==> src/rtl/i2s_tx_scheduler.sv <==
`default_nettype none
// ============================================================================
// i2s_tx_scheduler : primes a stereo-frame FIFO and reloads I2S holding regs
// Rev 1.0
// ============================================================================
module i2s_tx_scheduler #(
  parameter int WIDTH = 16,
  parameter int DEPTH = 4,
  parameter int PRIME = 2
) (
  input  logic                     sclk,
  input  logic                     rst,
  input  logic                     en_i,
  input  logic                     ws_i,
  input  logic                     push_valid_i,
  output logic                     push_ready_o,
  input  logic [WIDTH-1:0]         push_left_i,
  input  logic [WIDTH-1:0]         push_right_i,
  output logic [WIDTH-1:0]         left_tx_o,
  output logic [WIDTH-1:0]         right_tx_o,
  output logic                     frame_o,
  output logic                     underrun_o,
  input  logic                     underrun_clr_i,
  output logic [$clog2(DEPTH):0]   level_o
);

  localparam int PW = $clog2(DEPTH);
  localparam int LW = PW + 1;
  localparam logic [LW-1:0] LVL_DEPTH = LW'(DEPTH);
  localparam logic [LW-1:0] LVL_PRIME = LW'(PRIME);

  localparam logic [1:0] ST_IDLE  = 2'd0;
  localparam logic [1:0] ST_PRIME = 2'd1;
  localparam logic [1:0] ST_RUN   = 2'd2;

  logic [1:0]       state_q, state_d;
  logic             ws_q;
  logic [LW-1:0]    level_q, level_d;
  logic [PW-1:0]    rd_ptr_q, rd_ptr_d;
  logic [PW-1:0]    wr_ptr_q, wr_ptr_d;
  logic [WIDTH-1:0] left_q, left_d;
  logic [WIDTH-1:0] right_q, right_d;
  logic             frame_q, frame_d;
  logic             underrun_q, underrun_d;

  logic [WIDTH-1:0] mem_left_q  [DEPTH];
  logic [WIDTH-1:0] mem_right_q [DEPTH];

  logic boundary;
  logic push;
  logic pop;
  logic uflow;
  logic flush;

  always_comb begin
    boundary     = ws_q & ~ws_i;
    push_ready_o = (state_q != ST_IDLE) && (level_q < LVL_DEPTH);
    push         = push_valid_i & push_ready_o;
    flush        = ~en_i;
    pop          = 1'b0;
    uflow        = 1'b0;
    state_d      = state_q;
    left_d       = left_q;
    right_d      = right_q;
    frame_d      = 1'b0;

    case (state_q)
      ST_IDLE: begin
        if (en_i) state_d = ST_PRIME;
      end
      ST_PRIME: begin
        if (level_q >= LVL_PRIME) state_d = ST_RUN;
      end
      ST_RUN: begin
        if (boundary) begin
          frame_d = 1'b1;
          if (level_q != '0) begin
            pop     = 1'b1;
            left_d  = mem_left_q[rd_ptr_q];
            right_d = mem_right_q[rd_ptr_q];
          end else begin
            // Starved: transmit silence and re-prime before resuming.
            uflow   = 1'b1;
            left_d  = '0;
            right_d = '0;
            state_d = ST_PRIME;
          end
        end
      end
      default: state_d = ST_IDLE;
    endcase

    // Disable abandons any frame in flight and empties the FIFO.
    if (flush) begin
      state_d = ST_IDLE;
      left_d  = '0;
      right_d = '0;
      frame_d = 1'b0;
      pop     = 1'b0;
      uflow   = 1'b0;
    end

    if (flush) begin
      level_d  = '0;
      rd_ptr_d = '0;
      wr_ptr_d = '0;
    end else begin
      rd_ptr_d = rd_ptr_q + PW'(pop);
      wr_ptr_d = wr_ptr_q + PW'(push);
      case ({push, pop})
        2'b10:   level_d = level_q + 1'b1;
        2'b01:   level_d = level_q - 1'b1;
        default: level_d = level_q;
      endcase
    end

    if (uflow) begin
      underrun_d = 1'b1;
    end else if (underrun_clr_i) begin
      underrun_d = 1'b0;
    end else begin
      underrun_d = underrun_q;
    end
  end

  always_ff @(posedge sclk) begin
    if (rst) begin
      state_q    <= ST_IDLE;
      ws_q       <= 1'b1;
      level_q    <= '0;
      rd_ptr_q   <= '0;
      wr_ptr_q   <= '0;
      left_q     <= '0;
      right_q    <= '0;
      frame_q    <= 1'b0;
      underrun_q <= 1'b0;
    end else begin
      state_q    <= state_d;
      ws_q       <= ws_i;
      level_q    <= level_d;
      rd_ptr_q   <= rd_ptr_d;
      wr_ptr_q   <= wr_ptr_d;
      left_q     <= left_d;
      right_q    <= right_d;
      frame_q    <= frame_d;
      underrun_q <= underrun_d;
    end
  end

  always_ff @(posedge sclk) begin
    if (push && !flush) begin
      mem_left_q[wr_ptr_q]  <= push_left_i;
      mem_right_q[wr_ptr_q] <= push_right_i;
    end
  end

  assign left_tx_o  = left_q;
  assign right_tx_o = right_q;
  assign frame_o    = frame_q;
  assign underrun_o = underrun_q;
  assign level_o    = level_q;

endmodule
`default_nettype wire

==> config.mk <==
export PLATFORM = sky130hd
export DESIGN_NAME = i2s_tx_scheduler
export DESIGN_NICKNAME = d
export VERILOG_FILES = /design/src/rtl/i2s_tx_scheduler.sv
export SDC_FILE = /design/constraint.sdc
export NUM_CORES = 1
export LEC_CHECK = 0
export CAP_MARGIN = 20
export CORE_UTILIZATION = 54
export CTS_CLUSTER_DIAMETER = 40
export DETAILED_ROUTE_END_ITERATION = 8
export HOLD_SLACK_MARGIN = 0.06
export PLACE_DENSITY_LB_ADDON = 0.05
export SYNTH_ARGS = -nofsm -noshare
export SYNTH_HDL_FRONTEND = slang
export SYNTH_SLANG_ARGS = --single-unit
==> constraint.sdc <==
create_clock -name sclk -period 11.6 [get_ports sclk]
set_input_delay 2.32 -clock sclk [delete_from_list [all_inputs] [get_ports sclk]]
set_output_delay 2.32 -clock sclk [all_outputs]
set_load 0.01 [all_outputs]
==> impl_metrics.env, run 1 <==
export IMPL_routed_wirelength_um=11200
export IMPL_detailed_place_area_um2=7140
export IMPL_worst_ep_arrival_ns=4.86
export IMPL_finalSetupViolCount=0
export IMPL_postCtsSetupBuffers=0
export IMPL_maxClockFrequency_ghz=0.221
export IMPL_power_density_nw_per_um2=163
export IMPL_p_leak_nw=2.49
export IMPL_postCtsHoldBufs=0
export IMPL_post_synth_most_frequent_cells="sky130_fd_sc_hd__edfxtp_1 (128), sky130_fd_sc_hd__dfxtp_1 (44), sky130_fd_sc_hd__a32o_1 (32), sky130_fd_sc_hd__mux4_2 (30), sky130_fd_sc_hd__nor2_1 (8)"
export IMPL_netSwitchingFraction=0.184
export IMPL_power_frac_clock=0.453
export IMPL_total_switching_power_mw=0.233
export IMPL_post_dp_hpwl_um=6380
export IMPL_ant_nets=0
export IMPL_synth_cell_type_count=31
export IMPL_layout_drive_gt1_share=0.201
export IMPL_global_route_usage_total=0.207
export IMPL_internal_power_mw=1.03
export IMPL_clkLatencyLatePin_ns=0.41
export IMPL_startpoint_class_of_the_critical_path="input pin"
export IMPL_viasPerCell=5.87
export IMPL_route_detailed_drc=0
export IMPL_timing_critical_path_required_ns=11.94
export IMPL_slew_headroom=0.376
export IMPL_gr_usage_met1=0.256
export IMPL_grt_max_degree=37
export IMPL_cp_slowest_stage_delay_ns=0.42
export IMPL_die_height_um=110
export IMPL_synth_area_top_cells="sky130_fd_sc_hd__edfxtp_1 (61%), sky130_fd_sc_hd__dfxtp_1 (14%), sky130_fd_sc_hd__mux4_2 (11%)"
export IMPL_synthMostInstantiatedCell="sky130_fd_sc_hd__edfxtp_1"
export IMPL_synth_top_flop_cell="sky130_fd_sc_hd__edfxtp_1"
export IMPL_cp_slowest_cell="sky130_fd_sc_hd__clkdlybuf4s50_1"
export IMPL_syn_num_nets=348
export IMPL_cts_reportedPaths_clkPinSlew_ns=0.06
export IMPL_outcome="completed"
export IMPL_initial_core_util=0.564
export IMPL_timing_final_crit_share=0.389
export IMPL_tritoncts_num_sinks=172
export IMPL_crit_type="input pin to flop"
export IMPL_drt_iter0_drc=218
export IMPL_synthToLayoutAreaGrowth_pct=24.0
export IMPL_postSynthAreaPerCell_um2=20.4
export IMPL_wl_per_cell_um=20.6
export IMPL_groute_layer_met3_usage=0.0474
export IMPL_worst_r2r_setup_slack_ns=9.09
export IMPL_place_gp_congestion=0.696
export IMPL_tritoncts="yes"
export IMPL_timing_rr_end="level_o[2]"
export IMPL_synth_seq_cells=172
export IMPL_floorplan_die_width_um=110
export IMPL_vias=3186
export IMPL_layout_min_cycle_time_ns=4.52
export IMPL_number_of_cells_upsized_or_downsized_after_cts=0
export IMPL_io_port_bufs=75
export IMPL_first_global_vias=3348
export IMPL_worstHoldPathCells=1
export IMPL_floorplan_die_area_um2=12000
export IMPL_syn_area_um2=6250
export IMPL_startpoint_of_the_most_critical_hold_path="right_tx_o[7]"
export IMPL_rows=38
export IMPL_nets=432
export IMPL_worst_ir_drop_vdd_uv=104
export IMPL_crit_reg2reg_launch="state_q[0]"
export IMPL_timing_critical_path_cells="clkdlybuf4s50_1 -> nand4bb_2 -> buf_4 -> nor3_1 -> ha_1 -> inv_1 -> fa_1 -> xor2_1 -> or3_1 -> a21oi_1"
export IMPL_max_cap_violations=0
export IMPL_min_delay_endpoint="right_tx_o[7]"
export IMPL_setup_total_negative_slack_ns=0
export IMPL_grt_pass1_wl_um=17400
export IMPL_finClkSkew_ns=0.00493
export IMPL_path_max_fanout=36
export IMPL_gr_usage_met2=0.350
export IMPL_power_frac_comb=0.022
export IMPL_timing_reg2reg_worst_path_depth=9
export IMPL_synth_enable_flop_cells=128
export IMPL_worst_setup_path_end_kind="flop"
export IMPL_yosys_area_top_type="sky130_fd_sc_hd__edfxtp_1"
export IMPL_drv_slew=0
export IMPL_worst_slew_pin_slew_ns=0.936
export IMPL_ys_seq_area_frac=0.756
export IMPL_cts_root_buffer="sky130_fd_sc_hd__clkbuf_16"
export IMPL_grt_busiest_layer="met2"
export IMPL_stdcell_area_um2=7750
export IMPL_synth_async_sr_flop_share=0
export IMPL_register_area_um2=4730
export IMPL_yosys_warnings=0
export IMPL_finalHoldViolCount=0
export IMPL_tritoncts_num_buffers=17
export IMPL_antenna_diode_count=0
export IMPL_grt_antenna_before_repair=0
export IMPL_grt_overflow=0
export IMPL_core_um2=11100
export IMPL_detail_route_first_pass_iterations=4
export IMPL_boundaryPins=76
export IMPL_synthDominantCellAreaShare=0.615
export IMPL_layout_filler_cells=766
export IMPL_cts_h_tree_depth=4
export IMPL_p_seq_frac=0.525
export IMPL_worst_hold_path_type="flop to flop"
export IMPL_rsz0062_at_grt="false"
export IMPL_synthCells=306
export IMPL_cts_buffer_depth=2
export IMPL_multi_input_comb_area_um2=1400
==> cell usage in the layout, fill, tap and decap left out, types with 3 or more instances in the layout <==
cell type / instances
sky130_fd_sc_hd__nor2_1: 7
sky130_fd_sc_hd__clkinv_2: 5
sky130_fd_sc_hd__a21oi_1: 3
sky130_fd_sc_hd__clkdlybuf4s50_1: 75
sky130_fd_sc_hd__inv_1: 6
sky130_fd_sc_hd__dfxtp_1: 42
sky130_fd_sc_hd__bufinv_16: 3
sky130_fd_sc_hd__and2_1: 3
sky130_fd_sc_hd__clkbuf_8: 3
sky130_fd_sc_hd__a32o_1: 32
sky130_fd_sc_hd__buf_4: 9
sky130_fd_sc_hd__edfxtp_1: 128
sky130_fd_sc_hd__clkbuf_16: 17
sky130_fd_sc_hd__mux4_2: 30
sky130_fd_sc_hd__nand2b_1: 3
sky130_fd_sc_hd__ha_1: 3
==> cell type report <==
type                       instances  area share
clock inverter                    12      0.0184
multi-input combinational        109       0.181
sequential                       172       0.610
tap                              140      0.0226
clock buffer                      20      0.0602
timing repair buffer              84       0.106
inverter                           6     0.00290
==> logic make-up after synthesis <==
group,Yosys count,synth area share
AOI/OAI and AO/OA,41,0.0610
xor gates and xnor gates,4,0.00561
adders and majority gates,4,0.00921
buffers and inverters,25,0.0246
DFF,172,0.756
muxes,32,0.116
and+or+nand+nor,28,0.0272
==> power by group through the flow <==
stage / Combinational, mW / Clock (mW) / Sequential, mW
2_1_floorplan: 0.00724 / 0 / 0.677
3_3_place_gp: 0.0271 / 0 / 0.677
3_5_place_dp: 0.0278 / 0 / 0.677
4_1_cts: 0.0281 / 0.581 / 0.664
5_1_grt: 0.0298 / 0.606 / 0.664
6_report: 0.0279 / 0.573 / 0.664
==> stage by stage <==
| stage | power (mW) | utilization | std cells | worst slack, ns | hold WS [ns] |
|---|---|---|---|---|---|
| floorplan | 0.685 | - | 306 | 6.29 | 0.525 |
| global placement | 0.704 | 0.645 | 511 | 6.79 | 0.477 |
| detailed placement | 0.705 | 0.645 | 511 | 6.67 | 0.484 |
| CTS | 1.27 | 0.700 | 543 | 7.09 | 0.499 |
| global route | 1.30 | 0.700 | 543 | 6.93 | 0.515 |
| finish | 1.26 | 0.700 | 543 | 7.08 | 0.492 |
==> worst max path at each step <==
| stage | from | endpoint | slack [ns] | cells past startpoint |
|---|---|---|---|---|
| after floorplan | en_i | mem_left_q[1][0] | 6.29 | 2 |
| after global placement | ws_i | level_o[2] | 6.79 | 10 |
| after detailed placement | ws_i | level_o[2] | 6.67 | 10 |
| after CTS | ws_i | level_o[2] | 7.09 | 10 |
| after global routing | ws_i | level_o[2] | 6.93 | 10 |
| final | ws_i | level_o[2] | 7.08 | 10 |
==> sequential cells by signal, indices dropped and copies added, names as in the netlist <==
| name | cells |
|---|---|
| frame_o | 1 |
| left_tx_o | 16 |
| level_o | 3 |
| mem_left_q | 64 |
| mem_right_q | 64 |
| rd_ptr_q | 2 |
| right_tx_o | 16 |
| state_q | 2 |
| underrun_o | 1 |
| wr_ptr_q | 2 |
| ws_q | 1 |
==> layer usage <==
layer / share of wire / up-vias / wire length, µm
met5: 0 / - / 0
met4: 0.014 / 0 / 160
met3: 0.051 / 12 / 574
met2: 0.51 / 93 / 5720
met1: 0.42 / 1646 / 4760
li1: - / 1435 / -
==> worst max-delay path, delay by kind of cell <==
kind | cells | cell delay [ns]
and+or+nand+nor | 3 | 0.84
buffers and inverters | 3 | 0.77
adders and majority gates | 2 | 0.62
xor gates and xnor gates | 1 | 0.16
AOI/OAI and AO/OA | 1 | 0.14
Power figures use the tool's default switching activity.
==> run 2: changes to the inputs <==
Clock period 11.6 ns to 4.34 ns, I/O delays scaled along.
==> run 2 against run 1 <==
  * Sequential power rose to 2.7 times the previous value
  * Sequential cell count unchanged
  * Global-route usage is 0.42 points lower
  * Worst hold slack improved by 0.0072 ns
  * Register-to-register slack worse by 7.1 ns
  * Core utilization up 0.41 points
  * Sequential share of layout area down 0.35 points
  * Worst setup slack lost 5.7 ns
  * Critical path type unchanged
  * Highest routed layer unchanged
==> impl_metrics.env, run 2 (synthesis gave the netlist of run 1 again) <==
export IMPL_timing_final_crit_share=0.673
export IMPL_number_of_cells_upsized_or_downsized_after_cts=0
export IMPL_setup_total_negative_slack_ns=0
export IMPL_slew_headroom=0.368
export IMPL_finalNonFillerCells=542
export IMPL_floorplan_die_width_um=110
export IMPL_tritoncts_num_sinks=172
export IMPL_rows=38
export IMPL_p_leak_nw=2.49
export IMPL_worst_r2r_setup_slack_ns=1.96
export IMPL_cp_slowest_stage_delay_ns=0.42
export IMPL_internal_power_mw=2.82
export IMPL_grt_overflow=0
export IMPL_postCtsSetupBuffers=0
export IMPL_worst_ir_drop_vdd_uv=370
export IMPL_maxClockFrequency_ghz=0.342
export IMPL_worst_setup_path_end_kind="flop"
export IMPL_finalHoldViolCount=0
export IMPL_cts_root_buffer="sky130_fd_sc_hd__clkbuf_16"
export IMPL_outcome="completed"
export IMPL_power_frac_clock=0.463
export IMPL_crit_reg2reg_launch="state_q[0]"
export IMPL_timing_rr_end="level_o[2]"
export IMPL_layout_commonest_cell="sky130_fd_sc_hd__edfxtp_1"
export IMPL_grt_antenna_before_repair=0
export IMPL_cts_buffer_depth=2
export IMPL_io_port_bufs=75
export IMPL_timing_reg2reg_worst_path_depth=9
export IMPL_initial_core_util=0.564
export IMPL_floorplan_die_area_um2=12000
export IMPL_drt_iter0_drc=201
export IMPL_layout_drive_gt1_share=0.194
export IMPL_first_global_vias=3141
export IMPL_mostFrequentLayoutCells="sky130_fd_sc_hd__edfxtp_1 (128), sky130_fd_sc_hd__clkdlybuf4s50_1 (75), sky130_fd_sc_hd__dfxtp_1 (42)"
export IMPL_place_gp_congestion=0.716
export IMPL_routed_wirelength_um=11200
export IMPL_cp_slowest_cell="sky130_fd_sc_hd__clkdlybuf4s50_1"
export IMPL_timing_critical_path_cells="clkdlybuf4s50_1 -> nand4bb_2 -> buf_4 -> nor3_1 -> ha_1 -> inv_1 -> fa_1 -> xor2_1 -> or3_1 -> a21oi_1"
export IMPL_startpoint_class_of_the_critical_path="input pin"
export IMPL_hold_ws_ns=0.500
export IMPL_worst_ep_arrival_ns=3.26
export IMPL_min_delay_endpoint="right_tx_o[6]"
export IMPL_layout_min_cycle_time_ns=2.92
export IMPL_ant_nets=0
export IMPL_tritoncts_num_buffers=17
export IMPL_power_density_nw_per_um2=442
export IMPL_grt_max_degree=35
export IMPL_synthToLayoutAreaGrowth_pct=24.8
export IMPL_route_detailed_drc=0
export IMPL_boundaryPins=76
export IMPL_antenna_diode_count=0
export IMPL_vias=3169
export IMPL_rsz0062_at_grt="false"
export IMPL_global_route_usage_total=0.203
export IMPL_wl_per_cell_um=20.7
export IMPL_timing_critical_path_required_ns=4.68
export IMPL_crit_type="input pin to flop"
export IMPL_netSwitchingFraction=0.180
export IMPL_die_height_um=110
export IMPL_path_max_fanout=16
export IMPL_cts_h_tree_depth=4
export IMPL_post_dp_hpwl_um=6460
export IMPL_worstHoldPathCells=1
export IMPL_tritoncts="yes"
export IMPL_power_frac_comb=0.022
export IMPL_dp_cells=510
export IMPL_max_cap_violations=0
export IMPL_finalSetupViolCount=0
export IMPL_fin_util=0.704
export IMPL_postCtsHoldBufs=0
export IMPL_grt_pass1_wl_um=16900
export IMPL_worst_slew_pin_slew_ns=0.946
export IMPL_detail_route_first_pass_iterations=4
export IMPL_finClkSkew_ns=0.00613
export IMPL_clkLatencyLatePin_ns=0.42
export IMPL_finalPower_mw=3.44
export IMPL_drv_slew=0
export IMPL_startpoint_of_the_most_critical_hold_path="right_tx_o[6]"
export IMPL_worst_hold_path_type="flop to flop"
export IMPL_core_um2=11100
export IMPL_nets=431
export IMPL_total_switching_power_mw=0.620
export IMPL_cts_reportedPaths_clkPinSlew_ns=0.06
export IMPL_reg_largest_list="mem_left_q (64), mem_right_q (64)"
export IMPL_p_seq_frac=0.515
export IMPL_viasPerCell=5.85
==> run 2: changes by cell type in the layout (fill, tap and decap cells not counted) <==
cell	before	now
sky130_fd_sc_hd__inv_6	1	0
sky130_fd_sc_hd__buf_12	0	2
sky130_fd_sc_hd__clkbuf_8	3	1
sky130_fd_sc_hd__clkbuf_16	17	18
sky130_fd_sc_hd__clkinv_2	5	2
sky130_fd_sc_hd__clkbuf_1	0	3
sky130_fd_sc_hd__buf_4	9	6
sky130_fd_sc_hd__clkinv_1	1	0
sky130_fd_sc_hd__bufinv_16	3	4
sky130_fd_sc_hd__clkinv_4	0	1
sky130_fd_sc_hd__clkinvlp_4	2	3
==> run 2: cell type report <==
type / instances / area (µm²)
Clock inverter: 10 / 161
Tap cell: 140 / 175
Fill cell: 720 / 3280
Inverter: 6 / 22.5
Clock buffer: 22 / 475
Sequential cell: 172 / 4730
Timing Repair Buffer: 83 / 836
Multi-Input combinational cell: 109 / 1400
==> run 2: per-stage QoR <==
| stage | worst slack [ns] | area, µm² |
|---|---|---|
| 6_report | 1.42 | 7800 |
| 5_1_grt | 1.23 | 7800 |
| 4_1_cts | 1.42 | 7800 |
| 3_5_place_dp | 1.01 | 7160 |
| 3_3_place_gp | 1.06 | 7160 |
| 2_1_floorplan | 0.482 | 6250 |
==> run 2: routing by layer <==
metal	track usage	wire [µm]	up-vias
li1	-	-	1432
met5	0	0	-
met4	0.0733	97	0
met3	0.0640	675	9
met2	0.322	5630	109
met1	0.265	4810	1619
==> run 2: power by group through the flow <==
stage          combinational [mW]  sequential [mW]  clock, mW
2_1_floorplan              0.0193             1.81          0
3_3_place_gp               0.0739             1.81          0
3_5_place_dp               0.0756             1.81          0
4_1_cts                    0.0762             1.77       1.63
5_1_grt                    0.0805             1.77       1.69
6_report                   0.0756             1.78       1.59
==> run 2: how the worst max path moves through the flow <==
stage               startpoint          endpoint  slack (ns)
floorplan                 en_i  mem_left_q[1][0]        0.48
global placement          ws_i        level_o[2]        1.06
detailed placement        ws_i        level_o[2]        1.01
CTS                       ws_i        level_o[2]        1.42
global route              ws_i        level_o[2]        1.23
finish                    ws_i        level_o[2]        1.42
==> run 2: critical path: cells and delay by family <==
| kind | cells | cell delay (ns) |
|---|---|---|
| compound gates | 1 | 0.15 |
| simple gates | 3 | 0.78 |
| xor+xnor | 1 | 0.16 |
| fa+ha+maj | 2 | 0.60 |
| buf+inv | 3 | 0.70 |
==> run 3: changes to the inputs <==
Clock period 4.34 ns to 3 ns, I/O delays scaled along.
==> run 3 against run 2 <==
  * Design area barely moved
  * First-iteration DRC count fell by 3.0%
  * Worst setup slack got worse by 0.90 ns
  * Largest power group unchanged
  * Clock skew fell by 0.00073 ns
  * Largest cell class unchanged
  * Cell count rose by 0.74%
  * Wire length rose by 2.9%
  * Global-route usage rose by 1.2 points
  * Critical path depth fell by 1
  * Clock-buffer cell count rose by 2
  * Clock power rose by 35%
==> impl_metrics.env, run 3 (synthesis gave the netlist of run 1 again) <==
export IMPL_cts_reportedPaths_clkPinSlew_ns=0.06
export IMPL_critical_path_top_delay_family="simple AND/OR/NAND/NOR gates"
export IMPL_nets=436
export IMPL_layout_min_cycle_time_ns=2.48
export IMPL_gr_usage_met1=0.284
export IMPL_drv_slew=0
export IMPL_cp_slowest_cell="sky130_fd_sc_hd__clkdlybuf4s50_1"
export IMPL_tritoncts_num_sinks=172
export IMPL_boundaryPins=76
export IMPL_p_leak_nw=2.51
export IMPL_first_global_vias=3348
export IMPL_routed_wirelength_um=11500
export IMPL_cts_h_tree_depth=4
export IMPL_rows=38
export IMPL_finalHoldViolCount=0
export IMPL_grt_busiest_layer="met2"
export IMPL_grt_pass1_wl_um=18000
export IMPL_global_route_usage_total=0.215
export IMPL_setup_total_negative_slack_ns=0
export IMPL_worst_ir_drop_vdd_uv=459
export IMPL_synthToLayoutAreaGrowth_pct=24.8
export IMPL_rsz0062_at_grt="false"
export IMPL_layout_drive_gt1_share=0.202
export IMPL_worst_ep_arrival_ns=2.82
export IMPL_io_port_bufs=75
export IMPL_hold_ws_ns=0.490
export IMPL_tritoncts="yes"
export IMPL_postCtsSetupBuffers=0
export IMPL_crit_type="input pin to flop"
export IMPL_finalSetupViolCount=0
export IMPL_grt_max_degree=36
export IMPL_core_um2=11100
export IMPL_die_height_um=110
export IMPL_maxClockFrequency_ghz=0.403
export IMPL_viasPerCell=5.93
export IMPL_antenna_diode_count=0
export IMPL_cts_root_buffer="sky130_fd_sc_hd__clkbuf_16"
export IMPL_startpoint_class_of_the_critical_path="input pin"
export IMPL_register_area_um2=4730
export IMPL_floorplan_die_area_um2=12000
export IMPL_grt_overflow=0
export IMPL_mostFrequentLayoutCells="sky130_fd_sc_hd__edfxtp_1 (128), sky130_fd_sc_hd__clkdlybuf4s50_1 (75), sky130_fd_sc_hd__dfxtp_1 (42)"
export IMPL_worst_hold_path_type="flop to flop"
export IMPL_tritoncts_num_buffers=17
export IMPL_place_gp_congestion=0.756
export IMPL_reg_largest_list="mem_left_q (64), mem_right_q (64)"
export IMPL_worst_setup_path_end_kind="flop"
export IMPL_postCtsHoldBufs=0
export IMPL_clkLatencyLatePin_ns=0.42
export IMPL_ant_nets=0
export IMPL_slew_headroom=0.380
export IMPL_detailed_place_area_um2=7210
export IMPL_initial_core_util=0.564
export IMPL_timing_critical_path_cells="clkdlybuf4s50_1 -> nand4bb_2 -> nor3_1 -> ha_1 -> inv_1 -> fa_1 -> xor2_1 -> or3_1 -> a21oi_1"
export IMPL_cp_slowest_stage_delay_ns=0.43
export IMPL_detail_route_first_pass_iterations=4
export IMPL_post_dp_hpwl_um=6630
export IMPL_gr_usage_met2=0.341
export IMPL_power_density_nw_per_um2=619
export IMPL_cts_buffer_depth=2
export IMPL_timing_final_crit_share=0.827
export IMPL_layout_commonest_cell="sky130_fd_sc_hd__edfxtp_1"
export IMPL_stdcell_area_um2=7800
export IMPL_outcome="completed"
export IMPL_layout_filler_cells=772
export IMPL_worst_slew_pin_slew_ns=0.931
export IMPL_max_cap_violations=0
export IMPL_floorplan_die_width_um=110
export IMPL_path_max_fanout=3
export IMPL_route_detailed_drc=0
export IMPL_vias=3237
export IMPL_multi_input_comb_area_um2=1400
export IMPL_critical_path_n_buffers_inverters=2
export IMPL_number_of_cells_upsized_or_downsized_after_cts=0
export IMPL_wl_per_cell_um=21.1
export IMPL_grt_antenna_before_repair=0
export IMPL_drt_iter0_drc=195
export IMPL_groute_layer_met3_usage=0.0622
export IMPL_finClkSkew_ns=0.00540
export IMPL_timing_critical_path_required_ns=3.34
[run 3: cell count changes in the layout (fill, tap and decap cells not counted)]
cell and delta:
sky130_fd_sc_hd__buf_12 +1, sky130_fd_sc_hd__buf_4 +4, sky130_fd_sc_hd__clkinv_4 -1, sky130_fd_sc_hd__clkinv_2 +1, sky130_fd_sc_hd__bufinv_16 -2, sky130_fd_sc_hd__clkbuf_8 +4
sky130_fd_sc_hd__clkinv_1 +1, sky130_fd_sc_hd__clkinvlp_4 -2, sky130_fd_sc_hd__clkbuf_1 -1, sky130_fd_sc_hd__clkbuf_16 -1
[run 3: path summary, 6_finish.rpt]
check / startpoint / endpoint / slack, ns / cells past startpoint
max: ws_i / level_o[2] / 0.52 / 9
min: right_tx_o[9] / right_tx_o[9] / 0.49 / 1
max reg2reg: level_o[2] / level_o[2] / 0.81 / 8
min reg2reg: right_tx_o[9] / right_tx_o[9] / 0.49 / 1
[run 3: final cells by class]
class	count	area share
Sequential cell	172	0.606
Multi-Input combinational cell	109	0.180
Timing Repair Buffer	88	0.114
Clock buffer	24	0.0643
Tap cell	140	0.0225
Clock inverter	7	0.0111
Inverter	6	0.00289
[run 3: routing by layer]
layer | up-vias | wire length (µm)
met5 | - | 0
met4 | 0 | 95
met3 | 9 | 764
met2 | 112 | 5770
met1 | 1673 | 4900
li1 | 1443 | -
[run 3: stage by stage]
step	utilization	setup slack [ns]	power, mW	cells
2_1_floorplan	-	-0.655	2.65	306
3_3_place_gp	0.651	0.188	2.73	515
3_5_place_dp	0.651	0.109	2.73	515
4_1_cts	0.704	0.510	4.87	546
5_1_grt	0.704	0.378	4.97	546
6_report	0.704	0.520	4.82	546
[run 3: where the power goes]
| group | internal, mW | switching [mW] |
|---|---|---|
| clock network | 1.33 | 0.819 |
| registers | 2.56 | 0.00452 |
| logic | 0.0605 | 0.0518 |
| total | 3.95 | 0.875 |
